`src/rtl/hipass_lane_timer.sv`:
```
// Multi-lane hipass tag-wait timer: each lane arms, waits for a tag or times out,
// and holds a PASS/MISS verdict code (sent through a DELAY-stage pipe) until acknowledged.
module hipass_lane_timer #(
  parameter int               LANES     = 2,
  parameter int               CNT_W     = 3,
  parameter int               TIMEOUT   = 7,
  parameter int               CODE_W    = 4,
  parameter logic [CODE_W-1:0] PASS_CODE = 4'b1111,
  parameter logic [CODE_W-1:0] MISS_CODE = 4'b0101,
  parameter int               DELAY     = 1
) (
  input  logic                      clk,
  input  logic                      rst,
  input  logic [2*LANES-1:0]        en,
  input  logic [LANES-1:0]          car,
  input  logic [LANES-1:0]          ack,
  output logic [LANES-1:0]          busy,
  output logic [LANES-1:0]          evt,
  output logic [LANES*CODE_W-1:0]   hipass_in
);

  typedef enum logic [1:0] {IDLE = 2'd0, WAIT = 2'd1, PASS = 2'd2, MISS = 2'd3} state_t;

  localparam logic [CNT_W-1:0] CNT_LAST = CNT_W'(TIMEOUT - 1);

  state_t                  state_r    [LANES];
  state_t                  state_nx_s [LANES];
  logic [CNT_W-1:0]        cnt_r      [LANES];
  logic [CNT_W-1:0]        cnt_nx_s   [LANES];
  logic [LANES*CODE_W-1:0] code_nx_s;
  logic [LANES-1:0]        evt_nx_s;
  logic [LANES-1:0]        busy_nx_s;
  logic [LANES*CODE_W-1:0] code_pipe_r [DELAY+1];
  logic [LANES-1:0]        evt_pipe_r  [DELAY+1];
  logic [LANES-1:0]        busy_r;

  // Per-lane state and wait-counter registers
  always_ff @(posedge clk or negedge rst) begin
    if (!rst) begin
      for (int i = 0; i < LANES; i++) begin
        state_r[i] <= IDLE;
        cnt_r[i]   <= '0;
      end
    end else begin
      for (int i = 0; i < LANES; i++) begin
        state_r[i] <= state_nx_s[i];
        cnt_r[i]   <= cnt_nx_s[i];
      end
    end
  end

  // Per-lane next state: cancel > pause > tag > timeout > count
  always_comb begin
    for (int i = 0; i < LANES; i++) begin
      state_nx_s[i] = state_r[i];
      cnt_nx_s[i]   = cnt_r[i];
      case (state_r[i])
        IDLE: begin
          if (en[2*i +: 2] == 2'b10) begin
            state_nx_s[i] = WAIT;
            cnt_nx_s[i]   = '0;
          end else begin
            state_nx_s[i] = IDLE;
          end
        end
        WAIT: begin
          if (en[2*i +: 2] == 2'b00) begin
            state_nx_s[i] = IDLE;
            cnt_nx_s[i]   = '0;
          end else if (en[2*i] == 1'b1) begin
            state_nx_s[i] = WAIT;
          end else if (car[i]) begin
            state_nx_s[i] = PASS;
          end else if (cnt_r[i] == CNT_LAST) begin
            state_nx_s[i] = MISS;
          end else begin
            cnt_nx_s[i] = cnt_r[i] + CNT_W'(1);
          end
        end
        PASS, MISS: begin
          if (ack[i] || (en[2*i +: 2] == 2'b00)) begin
            state_nx_s[i] = IDLE;
            cnt_nx_s[i]   = '0;
          end else begin
            state_nx_s[i] = state_r[i];
          end
        end
        default: begin
          state_nx_s[i] = IDLE;
          cnt_nx_s[i]   = '0;
        end
      endcase
    end
  end

  // Output decode from next state so codes move on the same edge as the state
  always_comb begin
    code_nx_s = '0;
    evt_nx_s  = '0;
    busy_nx_s = '0;
    for (int i = 0; i < LANES; i++) begin
      case (state_nx_s[i])
        PASS:    code_nx_s[i*CODE_W +: CODE_W] = PASS_CODE;
        MISS:    code_nx_s[i*CODE_W +: CODE_W] = MISS_CODE;
        default: code_nx_s[i*CODE_W +: CODE_W] = '0;
      endcase
      evt_nx_s[i]  = ((state_nx_s[i] == PASS) || (state_nx_s[i] == MISS)) &&
                     !((state_r[i] == PASS) || (state_r[i] == MISS));
      busy_nx_s[i] = (state_nx_s[i] != IDLE);
    end
  end

  // Code/event register plus DELAY extra stages; busy stays undelayed
  always_ff @(posedge clk or negedge rst) begin
    if (!rst) begin
      for (int d = 0; d <= DELAY; d++) begin
        code_pipe_r[d] <= '0;
        evt_pipe_r[d]  <= '0;
      end
      busy_r <= '0;
    end else begin
      code_pipe_r[0] <= code_nx_s;
      evt_pipe_r[0]  <= evt_nx_s;
      for (int d = 1; d <= DELAY; d++) begin
        code_pipe_r[d] <= code_pipe_r[d-1];
        evt_pipe_r[d]  <= evt_pipe_r[d-1];
      end
      busy_r <= busy_nx_s;
    end
  end

  assign hipass_in = code_pipe_r[DELAY];
  assign evt       = evt_pipe_r[DELAY];
  assign busy      = busy_r;

endmodule

```
`config.mk`:
```
export PLATFORM = sky130hd
export DESIGN_NAME = hipass_lane_timer
export DESIGN_NICKNAME = d
export VERILOG_FILES = /design/src/rtl/hipass_lane_timer.sv
export SDC_FILE = /design/constraint.sdc
export NUM_CORES = 1
export LEC_CHECK = 0
export CORE_MARGIN = 5
export CORE_UTILIZATION = 54
export CTS_BUF_LIST = sky130_fd_sc_hd__clkbuf_4 sky130_fd_sc_hd__clkbuf_8 sky130_fd_sc_hd__clkbuf_16
export DETAILED_ROUTE_END_ITERATION = 8
export PLACE_DENSITY = 0.91
export SYNTH_ARGS = -nofsm -noshare
export SYNTH_HDL_FRONTEND = slang
export SYNTH_SLANG_ARGS = --single-unit
```
`constraint.sdc`:
```
create_clock -name clk -period 2.8 [get_ports clk]
set_input_delay 0.42 -clock clk [delete_from_list [all_inputs] [get_ports clk]]
set_output_delay 0.42 -clock clk [all_outputs]
set_load 0.05 [all_outputs]
```
-- After elaboration in Yosys (flattened, before gate mapping)
Index checks and enable logic that the tools add are counted.
- bits in registers: 32
- bits of input ports: 10
- equality and inequality tests: 24
- $add $sub $neg: 2
- reductions and logical operators: 20
- mux-type cells: 30
- operator list (operator ; number):
    $mux 3 ; 12
    $eq 2x2->1 const B ; 10
    $mux 2 ; 10
    $ne 3x3->1 const B ; 6
    $pmux 3 s3 ; 2
    $pmux 4 s2 ; 2
    $pmux 2 s3 ; 2
    $reduce_and 5->1 ; 2
    $logic_not 2->1 ; 4
    $ne 2x2->1 const B ; 4
    $add 3x1->3 const B ; 2
    $eq 3x3->1 const B ; 2
    $logic_or 1x1->1 ; 6
    $eq 2x1->1 const B ; 2
    $reduce_bool 2->1 ; 2
    $reduce_or 2->1 ; 2
    $logic_and 1x1->1 ; 2
    $logic_not 1->1 ; 2
    $mux 1 ; 2

-- Logic depth before layout (Yosys ltp)
- word-level depth: 9
- gate-level depth with buffers: 6
- gate-level depth less buffers: 6

-- Least setup slack after synthesis
No wires, ideal clock.
- path type: register to register
- from: register cnt_r[0] (netlist bit)
- to: register cnt_r[0] (netlist bit)
- setup time: 0.083 ns
- data arrival time: 1.467 ns
- path slack: 1.251 ns
- path buffers: 0
- required time: 2.717 ns
- cell stages (with the launch flop): 7
- path through: dfrtp_1 inv_1 ha_1 a211oi_1 nand3_1 or4_1 o21ai_0
- word-level cells in the longest chain between the ends: 6
- elaborated cells on any way between the ends: 9
- classes of those cells: add/sub: 1; eq/ne: 2; mux: 5; reduce/logical: 1
- RTL lines (element ; line ; text):
    start: declaration ; 28 ; logic [CNT_W-1:0] cnt_r [LANES];
    start signal: indexed assignment ; 47 ; cnt_r[i] <= cnt_nx_s[i];
    $add 3x1->3 ; 77 ; cnt_nx_s[i] = cnt_r[i] + CNT_W'(1);
    $mux 3 ; 74 ; end else if (cnt_r[i] == CNT_LAST) begin
    $mux 3 ; 72 ; end else if (car[i]) begin
    $mux 3 ; 70 ; end else if (en[2*i] == 1'b1) begin
    $mux 3 ; 67 ; if (en[2*i +: 2] == 2'b00) begin
    $pmux 3 s3 ; 57 ; case (state_r[i])
Several ways; a longest one is shown, not always the timed one. The select of a mux whose other input is x is not followed.
A chain may end at the register's enable or synchronous reset.

==> metrics.yaml <==
run_status:
  run_status: "complete, no violations"
die:
  ios: 22
  row_count: 16
  die_y_um: 55.90
  fp.dieW_um: 55.90
  die-area_um2: 3124
  core_um2: 1982
  start_util_pct: 57.39
logic_synthesis:
  netlist_instances: 111
  synthTopCellsByArea: "dfrtp_1 51%, buf_4 6.6%, ha_1 4.4%, a21oi_1 3.1%, o21ai_0 3.1%"
  syn-cell-area_um2: 1137
  synth_top_area_cell: "dfrtp_1"
  synth_top_area_share_pct: 50.61
  syn_area_per_cell_um2: 10.25
  ys_types: 31
  syn_nets: 125
  ys_seq_area_share_pct: 50.61
  ys_ff_latch: 23
  ys_warn_count: 0
cells_and_area:
  area_growth_pct: 15.84
  final_nets: 139
  final_common_cell: "dfrtp_1"
  layout_common_cells: "23 x dfrtp_1, 21 x clkdlybuf4s50_1, 8 x nor2_1"
  fill_cells: 148
  seq_area_um2: 575.6
  multi_input_area_um2: 434.2
  antenna_cells: 0
  drive_gt1_share_pct: 6.452
  fin_area_um2: 1318
power:
  p_leak_nw: 0.5991
  p_switching_mw: 0.2311
  p_int_mw: 0.5003
  sw_frac_of_total_pct: 31.60
  finalPower_mw: 0.7314
  p_comb_share_pct: 26.3
  p_seq_share_pct: 53.3
  peakVddDrop_mv: 0.2509
  power_density_nw_per_um2: 555.2
  clockPowerShare_pct: 20.4
job:
  maxCapViolations: 0
global_route:
  grt_pass1_vias: 809
  antenna_found_initial: 0
  met3_usage_pct: 3.712
  met2_usage_pct: 21.96
  grtUsageTotal_pct: 12.79
  use_met1_pct: 15.26
  grt_max_degree: 24
  grt_overflow: 0
  grt.busiest_layer: "met2"
  grt_pass1_wl_mm: 3.291
clock_network:
  cts_setup_buffers: 0
  htreeDepth: 1
  clkSinkCount: 23
  cts_hold_buf: 0
  clk_latency_ns: 0.29
  cts_buffers: 3
  cts.path.max_buffers: 2
  cts_tree: "yes"
  cts_root_buf: "clkbuf_4"
  clk_pin_slew_worst_paths_ns: 0.11
  cts_resized: 0
critical_path:
  path_class: "reg -> out"
  cp_num_buf_inv: 1
  required_ns: 2.38
  cp-start-kind: "flop"
  rr_worst_depth: 6
  cp_max_fo: 2
  slowest_delay_ns: 0.80
  worstPathArrival_ns: 1.45
  cp-end-kind: "primary output"
  crit_chain: "clkdlybuf4s50_1"
  startpoint: "hipass_in[5]$_DFF_PN0_"
  cp_slowest_cell: "clkdlybuf4s50_1"
  cpLargestDelayFamily: "buffers and inverters"
  ff2ff_setup_slack_ns: 1.05
  rr_startpoint: "cnt_r[0]$_DFFE_PN0P_"
  r2r_end: "cnt_r[0]$_DFFE_PN0P_"
placement:
  dp_hpwl_mm: 1.462
  finalWeightedCongestion: 0.8191
  postPlaceCellArea_um2: 1287
  io_buffers: 21
routing:
  routed_wl_mm: 1.888
  vias: 822
  detail_route.vias_per_cell: 5.444
  drcViolationCount: 0
  drt_iter0_drc: 25
  wl_per_cell_um: 12.50
  antenna_left: 0
  firstDrtPassIters: 4
sta:
  maxSlewHeadroom_pct: 66.74
  max_freq_ghz: 0.5348
  setup_tns_ns: 0
  period_minus_slack_ns: 1.870
  rsz0062_at_grt: "false"
  tightest_slew_ns: 0.4973
  post-route-period-util_pct: 66.78
  finalSetupViolations: 0
  hold_violations: 0
  skew_ns: 0.0004201
  slew_violations: 0
hold_path:
  hold_path_depth: 0
  hp-start: "code_pipe_r[11]$_DFF_PN0_"
  min_to: "hipass_in[3]$_DFF_PN0_"
  hp-class: "reg -> reg"
flip-flops by register name, summed over array words and instances, names as in the netlist:
register     cells
busy             2
hipass_in        4
cnt_r            6
code_pipe_r      3
evt              2
evt_pipe_r       2
state_r          4
Yosys cell counts (all sizes together):
| library cell | instances |
|---|---|
| dfrtp | 23 |
| buf | 12 |
| nor2 | 8 |
| a21oi | 7 |
| inv | 7 |
| o21ai | 7 |
| a211oi | 5 |
| nand2 | 5 |
| nor3 | 5 |
| ha | 4 |
| nand3b | 4 |
| mux2i | 3 |
| nand2b | 3 |
| nor2b | 2 |
| o22ai | 2 |
| a211o | 1 |
| and2 | 1 |
| and2b | 1 |
| clkbuf | 1 |
| nand3 | 1 |
| nand4 | 1 |
| nor4 | 1 |
| o211ai | 1 |
| o21a | 1 |
| o31ai | 1 |
| or2 | 1 |
| or3 | 1 |
| or4 | 1 |
| xor2 | 1 |
layout make-up:
type	instances	share of cell area, %
multi-input combinational	68	32.95
sequential	23	43.68
timing repair buffer	22	16.52
tap	27	2.564
clock buffer	4	2.279
inverter	7	1.994
power by group through the flow:
stage	Clock, mW	Sequential [mW]	Combinational, mW
detailed placement	0	0.396	0.194
floorplan	0	0.408	0.126
finish	0.149	0.390	0.192
global placement	0	0.394	0.187
global route	0.172	0.395	0.210
CTS	0.155	0.390	0.194
routing by layer:
layer | wire length [µm] | part of all wire, %
met4 | 12 | 0.64
met1 | 836 | 44
met5 | 0 | 0
met3 | 108 | 5.7
met2 | 930 | 49
through the flow:
stage	std cells	setup slack, ns	utilization, %	hold slack [ns]
after floorplan	111	1.251	-	0.1244
after global placement	147	0.8204	64.96	0.3311
after detailed placement	147	0.7223	64.96	0.3358
after CTS	151	0.9083	66.48	0.3614
after global routing	151	0.8582	66.48	0.3814
final	151	0.9302	66.48	0.3573
worst max path at each step:
| stage | to | depth (start not counted) |
|---|---|---|
| 2_1_floorplan | cnt_r[0]$_DFFE_PN0P_ | 6 |
| 3_3_place_gp | cnt_r[0]$_DFFE_PN0P_ | 5 |
| 3_5_place_dp | cnt_r[0]$_DFFE_PN0P_ | 5 |
| 4_1_cts | hipass_in[0] | 1 |
| 5_1_grt | hipass_in[1] | 1 |
| 6_report | hipass_in[7] | 1 |
kinds of logic (layout without fill, tap and decap cells):
group / count (synthesis) / count (layout) / synth area share (%)
XOR/XNOR: 1 / 1 / 0.7702
flip-flops: 23 / 23 / 50.60
multiplexers: 3 / 3 / 2.640
buffers and inverters: 20 / 33 / 11.22
adder cells (fa/ha/maj): 4 / 4 / 4.401
AND/OR/NAND/NOR: 35 / 35 / 16.61
AO/OA/AOI/OAI: 25 / 25 / 13.75
No activity file was read; power rests on OpenSTA's default activity.
